==> src/rtl/fu_wb_arbiter_if.sv <==
// Bundle between the functional units, the arbiter and the register-file
// write port. The arbiter is the slave; the FU/control side is the master.
interface fu_wb_arbiter_if #(
  parameter int N_FU = 5,
  parameter int XLEN = 32,
  parameter int RD_W = 5
);
  logic [N_FU-1:0]      fu_finish;
  logic [N_FU*RD_W-1:0] fu_rd;
  logic [N_FU*XLEN-1:0] fu_data;
  logic                 flush;
  logic [N_FU-1:0]      fu_busy;
  logic                 wb_we;
  logic [RD_W-1:0]      wb_rd;
  logic [XLEN-1:0]      wb_data;
  logic [N_FU-1:0]      wb_grant;
  logic [2:0]           pending_cnt;
  logic                 ovf_err;

  modport slave (
    input  fu_finish, fu_rd, fu_data, flush,
    output fu_busy, wb_we, wb_rd, wb_data, wb_grant, pending_cnt, ovf_err
  );

  modport master (
    output fu_finish, fu_rd, fu_data, flush,
    input  fu_busy, wb_we, wb_rd, wb_data, wb_grant, pending_cnt, ovf_err
  );
endinterface

==> src/rtl/fu_wb_arbiter.sv <==
// Write-back arbiter: each FU result lands in its own holding slot, and one
// slot per cycle is granted round-robin onto the single register write port.
module fu_wb_arbiter #(
  parameter int N_FU = 5,
  parameter int XLEN = 32,
  parameter int RD_W = 5
) (
  input logic            clk,
  input logic            rst,
  fu_wb_arbiter_if.slave bus
);
  localparam int PTR_W = (N_FU > 1) ? $clog2(N_FU) : 1;

  logic [N_FU-1:0]  valid_q, valid_d;
  logic [RD_W-1:0]  rd_q   [N_FU];
  logic [RD_W-1:0]  rd_d   [N_FU];
  logic [XLEN-1:0]  data_q [N_FU];
  logic [XLEN-1:0]  data_d [N_FU];
  logic [PTR_W-1:0] rr_ptr_q, rr_ptr_d;
  logic             ovf_q, ovf_d;

  logic             found_s;
  logic [PTR_W-1:0] gnt_idx_s;
  logic [N_FU-1:0]  grant_s;
  logic [N_FU-1:0]  busy_s;

  // (base + k) wrapped into 0..N_FU-1; k never exceeds N_FU-1 here.
  function automatic logic [PTR_W-1:0] wrap_idx(input logic [PTR_W-1:0] base, input int k);
    int sum;
    sum = int'(base) + k;
    if (sum >= N_FU) begin
      sum = sum - N_FU;
    end else begin
      sum = sum;
    end
    return sum[PTR_W-1:0];
  endfunction

  // Number of set bits in the slot-valid vector.
  function automatic logic [2:0] popcount(input logic [N_FU-1:0] v);
    logic [2:0] cnt;
    cnt = 3'd0;
    for (int i = 0; i < N_FU; i++) begin
      cnt = cnt + {2'b00, v[i]};
    end
    return cnt;
  endfunction

  // Round-robin search: first valid slot at or after rr_ptr, wrapping.
  always_comb begin
    found_s   = 1'b0;
    gnt_idx_s = '0;
    for (int k = 0; k < N_FU; k++) begin
      if (!found_s && valid_q[wrap_idx(rr_ptr_q, k)]) begin
        found_s   = 1'b1;
        gnt_idx_s = wrap_idx(rr_ptr_q, k);
      end else begin
        found_s   = found_s;
      end
    end
    grant_s = '0;
    if (found_s) begin
      grant_s[gnt_idx_s] = 1'b1;
    end else begin
      grant_s = grant_s;
    end
    busy_s = valid_q & ~grant_s;
  end

  // Drive the register write port from the granted slot (zeros when idle).
  always_comb begin
    bus.wb_grant    = grant_s;
    bus.fu_busy     = busy_s;
    bus.pending_cnt = popcount(valid_q);
    bus.ovf_err     = ovf_q;
    if (found_s) begin
      bus.wb_rd   = rd_q[gnt_idx_s];
      bus.wb_data = data_q[gnt_idx_s];
      bus.wb_we   = (rd_q[gnt_idx_s] != '0);
    end else begin
      bus.wb_rd   = '0;
      bus.wb_data = '0;
      bus.wb_we   = 1'b0;
    end
  end

  // Next state: retire the granted slot, then capture (capture wins on the
  // same slot), then flush wipes every slot including this cycle's captures.
  always_comb begin
    valid_d  = valid_q;
    rd_d     = rd_q;
    data_d   = data_q;
    rr_ptr_d = rr_ptr_q;
    ovf_d    = ovf_q;
    if (found_s) begin
      valid_d[gnt_idx_s] = 1'b0;
      rr_ptr_d           = wrap_idx(gnt_idx_s, 1);
    end else begin
      rr_ptr_d           = rr_ptr_q;
    end
    for (int i = 0; i < N_FU; i++) begin
      if (!bus.flush && bus.fu_finish[i]) begin
        valid_d[i] = 1'b1;
        rd_d[i]    = bus.fu_rd[i*RD_W +: RD_W];
        data_d[i]  = bus.fu_data[i*XLEN +: XLEN];
        if (busy_s[i]) begin
          ovf_d = 1'b1;
        end else begin
          ovf_d = ovf_d;
        end
      end else begin
        valid_d[i] = valid_d[i];
      end
    end
    if (bus.flush) begin
      valid_d = '0;
    end else begin
      valid_d = valid_d;
    end
  end

  // State registers; reset drops every pending write at once.
  always_ff @(posedge clk or posedge rst) begin
    if (rst) begin
      valid_q  <= '0;
      rd_q     <= '{default: '0};
      data_q   <= '{default: '0};
      rr_ptr_q <= '0;
      ovf_q    <= 1'b0;
    end else begin
      valid_q  <= valid_d;
      rd_q     <= rd_d;
      data_q   <= data_d;
      rr_ptr_q <= rr_ptr_d;
      ovf_q    <= ovf_d;
    end
  end
endmodule
==> src/flat_wrapper.sv <==
// flat-port wrapper written by rule: the top's interface ports become plain ports
module fu_wb_arbiter_flat 
#(
  parameter int N_FU = 5,
  parameter int XLEN = 32,
  parameter int RD_W = 5
)
  (clk, rst, bus_fu_finish, bus_fu_rd, bus_fu_data, bus_flush, bus_fu_busy, bus_wb_we, bus_wb_rd, bus_wb_data, bus_wb_grant, bus_pending_cnt, bus_ovf_err);
  fu_wb_arbiter_if #(.N_FU(N_FU), .XLEN(XLEN), .RD_W(RD_W)) bus_i ();
  input logic clk;
  input logic rst;
  input wire logic [$bits(bus_i.fu_finish)-1:0] bus_fu_finish;
  input wire logic [$bits(bus_i.fu_rd)-1:0] bus_fu_rd;
  input wire logic [$bits(bus_i.fu_data)-1:0] bus_fu_data;
  input wire logic [$bits(bus_i.flush)-1:0] bus_flush;
  output wire logic [$bits(bus_i.fu_busy)-1:0] bus_fu_busy;
  output wire logic [$bits(bus_i.wb_we)-1:0] bus_wb_we;
  output wire logic [$bits(bus_i.wb_rd)-1:0] bus_wb_rd;
  output wire logic [$bits(bus_i.wb_data)-1:0] bus_wb_data;
  output wire logic [$bits(bus_i.wb_grant)-1:0] bus_wb_grant;
  output wire logic [$bits(bus_i.pending_cnt)-1:0] bus_pending_cnt;
  output wire logic [$bits(bus_i.ovf_err)-1:0] bus_ovf_err;
  assign bus_i.fu_finish = bus_fu_finish;
  assign bus_i.fu_rd = bus_fu_rd;
  assign bus_i.fu_data = bus_fu_data;
  assign bus_i.flush = bus_flush;
  assign bus_fu_busy = bus_i.fu_busy;
  assign bus_wb_we = bus_i.wb_we;
  assign bus_wb_rd = bus_i.wb_rd;
  assign bus_wb_data = bus_i.wb_data;
  assign bus_wb_grant = bus_i.wb_grant;
  assign bus_pending_cnt = bus_i.pending_cnt;
  assign bus_ovf_err = bus_i.ovf_err;
  fu_wb_arbiter #(.N_FU(N_FU), .XLEN(XLEN), .RD_W(RD_W)) u_core (.clk(clk), .rst(rst), .bus(bus_i));
endmodule
==> config.mk <==
export PLATFORM = sky130hd
export DESIGN_NAME = fu_wb_arbiter_flat
export DESIGN_NICKNAME = d
export VERILOG_FILES = /design/src/rtl/fu_wb_arbiter_if.sv /design/src/rtl/fu_wb_arbiter.sv /design/src/flat_wrapper.sv
export SDC_FILE = /design/constraint.sdc
export NUM_CORES = 1
export LEC_CHECK = 0
export CORE_ASPECT_RATIO = 1.1
export CORE_MARGIN = 2
export CORE_UTILIZATION = 30
export DETAILED_ROUTE_END_ITERATION = 12
export PLACE_DENSITY = 0.57
export SETUP_SLACK_MARGIN = 0.15
export SLEW_MARGIN = 40
export SYNTH_ARGS = -nofsm -noshare
export SYNTH_HDL_FRONTEND = slang
export SYNTH_SLANG_ARGS = --single-unit
==> constraint.sdc <==
create_clock -name clk -period 6.3 [get_ports clk]
set_input_delay 0.945 -clock clk [delete_from_list [all_inputs] [get_ports clk]]
set_output_delay 0.945 -clock clk [all_outputs]
set_load 0.05 [all_outputs]
==> impl_metrics.csv <==
group,metric,value,unit
setup_path,critPathRequiredTime,5.35,ns
route,wl_per_cell,20.7,µm
yosys,yosysMostFrequentCell,"dfrtp_1",
yosys,yosysTopAreaCellShare,0.469,
final_layout,syn_to_final_growth,38.7,%
yosys,yosysUniqueCellTypes,71,
route,drt_iter0_markers,295,
cts,tritoncts,"built",
floorplanning,ios,245,
timing,tightest_slew,0.840,ns
global_route,grt_pass1_wl,48600,µm
route,wl_met3,1990,µm
outcome,outcome,"finished, final reports clean",
cts,cts_buffer_depth,2,
yosys,synth-edff-count,0,
route,ant_nets,0,
cts,clock_latency,0.44,ns
timing,finalCritPeriodShare,0.925,
final_layout,fin_util,0.420,
setup_path,cp_top_family,"compound AO/OA/AOI/OAI gates",
setup_path,cpMaxStageDelayCell,"a2111oi_1",
route,drtPass1Iterations,4,
yosys,syn_area_per_cell,12.4,µm²
route,wl_met1,13500,µm
global_route,gr-usage-all-layers,0.177,
final_layout,stdcell_area,14300,µm²
timing,final_hold_viol_count,0,
cts,cts_num_sinks,194,
final_layout,fillers,3242,
yosys,synth_area_leaders,"dfrtp_1 47%, mux2_2 20%, mux2i_1 7.2%, a211oi_2 3.8%, a211oi_1 2.7%",
final_layout,multi_input_area,5240,µm²
floorplanning,die_w,181,µm
cts,cts_made_buffers,17,
route,viasPerCell,5.02,
floorplanning,coreArea,34100,µm²
yosys,yosysSeqAreaShare,0.469,
global_route,grt_pass1_vias,8115,
setup_path,cp_max_fo,7,
yosys,syn-num-nets,1043,
cts,cts.clk_slew.worst_paths,0.07,ns
floorplanning,initial_utilization,0.303,
yosys,synthFlopType,"dfrtp_1",
yosys,async_reset_ff_frac,1.00,
route,via_count,7610,
setup_path,slowest_delay,0.65,ns
route,route.detailed.drc,0,
timing,grt_setup_unrepaired,"no",
final_layout,seq_area,4850,µm²
global_route,grt_max_degree,119,
final_layout,antenna_cells,0,
global_route,grt_overflow_total,0,
route,highest_layer,"met5",
floorplanning,die_h,199,µm
timing,finClkSkew,0.00623,ns
cts,clockRootBuffer,"clkbuf_16",
yosys,synthCells,835,
global_route,antenna_found_initial,2,
timing,setup_viol,0,
timing,clock.fmax,0.172,GHz
final_layout,final_layout_size_suffix_gt1_frac,0.327,
cts,cts.htree.levels,4,
flow_run,max_cap_violations,0,
timing,drv_slew,0,
setup_path,crit_buf_inv,3,
setup_path,endpoint_kind,"output pin",
floorplanning,die_area,36000,µm²
timing,holdWs,0.505,ns
timing,period_needed,5.83,ns
route,routed_wl,31300,µm
yosys,yosysTopAreaCell,"dfrtp_1",
setup_path,critPathMostFrequentCell,"a21oi_2",
floorplanning,core.rowCount,71,
setup_path,crit_path_start_kind,"flop",
route,met2_length,15400,µm
placement,portBuffers,244,
timing,setup-tns-final,0,ns
setup_path,cp.arrival,4.88,ns
placement,gp_congestion,0.862,
yosys,yosysWarnings,0,
worst_hold_path,min_path_type,"flop to flop",
timing,maxSlewHeadroom,0.440,
yosys,synth-seq-cells,194,
yosys,syn-cell-area,10300,µm²
placement,detailed_place_hpwl,21800,µm
final_layout,nets,1272,
setup_path,path_cells,"inv_1, ha_4, ha_1, a21oi_2, mux2_2, o32ai_2, o21bai_1, a2111oi_1, a311oi_4, buf_12, nand2b_1, mux2_1, a21oi_2, a41oi_2, buf_4",
yosys,synthTopCellsByCount,"194 x dfrtp_1, 188 x mux2_2, 74 x mux2i_1",
placement,postPlaceCellArea,13600,µm²
setup_path,crit_type,"flop to output pin",
[what timing repair did]
item                       CTS  global route
resized for setup            1             5
pin swaps                    1             1
hold buffers                 0             0
gates cloned                 1             0
setup endpoints to repair   10            26
buffers inserted             1             2
[path summary, 6_finish.rpt]
path / start / to / slack [ns] / depth (start not counted)
max: u_core.rr_ptr_q[1] / bus_wb_we / 0.47 / 15
min: u_core.data_q[127] / u_core.data_q[127] / 0.51 / 1
max reg2reg: u_core.rr_ptr_q[0] / u_core.rr_ptr_q[1] / 1.75 / 18
min reg2reg: u_core.data_q[127] / u_core.data_q[127] / 0.51 / 1
max in group asynchronous: rst / u_core.data_q[132] / 4.48 / 3
min in group asynchronous: rst / u_core.data_q[152] / 0.83 / 2
[state kept, by name, summed over array words and instances, names as in the netlist]
signal / count
u_core.data_q: 160
u_core.valid_q: 5
u_core.rd_q: 25
u_core.rr_ptr_q: 3
u_core.bus.ovf_err: 1
[routing by layer]
metal	up-vias	track usage
met5	-	0
met1	3864	0.219
met2	186	0.305
met4	2	0.0470
met3	29	0.0505
li1	3529	-
[metrics by stage]
step	worst slack [ns]	instances
2_1_floorplan	0.466	835
3_3_place_gp	0.595	1479
3_5_place_dp	0.476	1479
4_1_cts	0.266	1513
5_1_grt	0.178	1515
6_report	0.472	1515
[cell families after synthesis]
| kind of cell | count (synthesis) | synth area share |
|---|---|---|
| XOR/XNOR | 7 | 0.00593 |
| adder cells (fa/ha/maj) | 15 | 0.0203 |
| AND/OR/NAND/NOR | 128 | 0.0572 |
| flip-flops | 194 | 0.469 |
| buffers and inverters | 74 | 0.0335 |
| multiplexers | 265 | 0.282 |
| AO/OA/AOI/OAI | 152 | 0.132 |
[cells in the final DEF, fill, tap and decap left out, types with 4 or more instances in the layout]
cell	Yosys	routed
xnor2_1	6	6
o21a_1	4	4
a21o_1	4	4
mux2i_1	74	73
a21oi_1	6	6
a211oi_1	37	37
a221oi_1	5	5
clkdlybuf4s50_1	0	198
nor3_1	7	7
a2bb2oi_1	4	4
buf_12	0	41
o21ai_0	18	18
nand2_1	22	22
mux2_2	188	188
nand2b_1	6	6
dfrtp_1	194	194
buf_4	4	26
nor2b_4	0	5
and3_1	4	4
a211oi_2	31	31
ha_1	12	11
inv_1	15	14
clkbuf_16	0	17
nor2_1	62	62
[area by class of cell]
cell class	instances	area share
Clock buffer	19	0.0316
Clock inverter	13	0.00986
Inverter	17	0.00471
Multi-Input combinational cell	567	0.365
Sequential cell	194	0.338
Tap cell	438	0.0382
Timing Repair Buffer	267	0.212
Power is left out: the tool's default activity adds up to more than one toggle a clock period on the data nets, which glitch-free logic cannot reach.
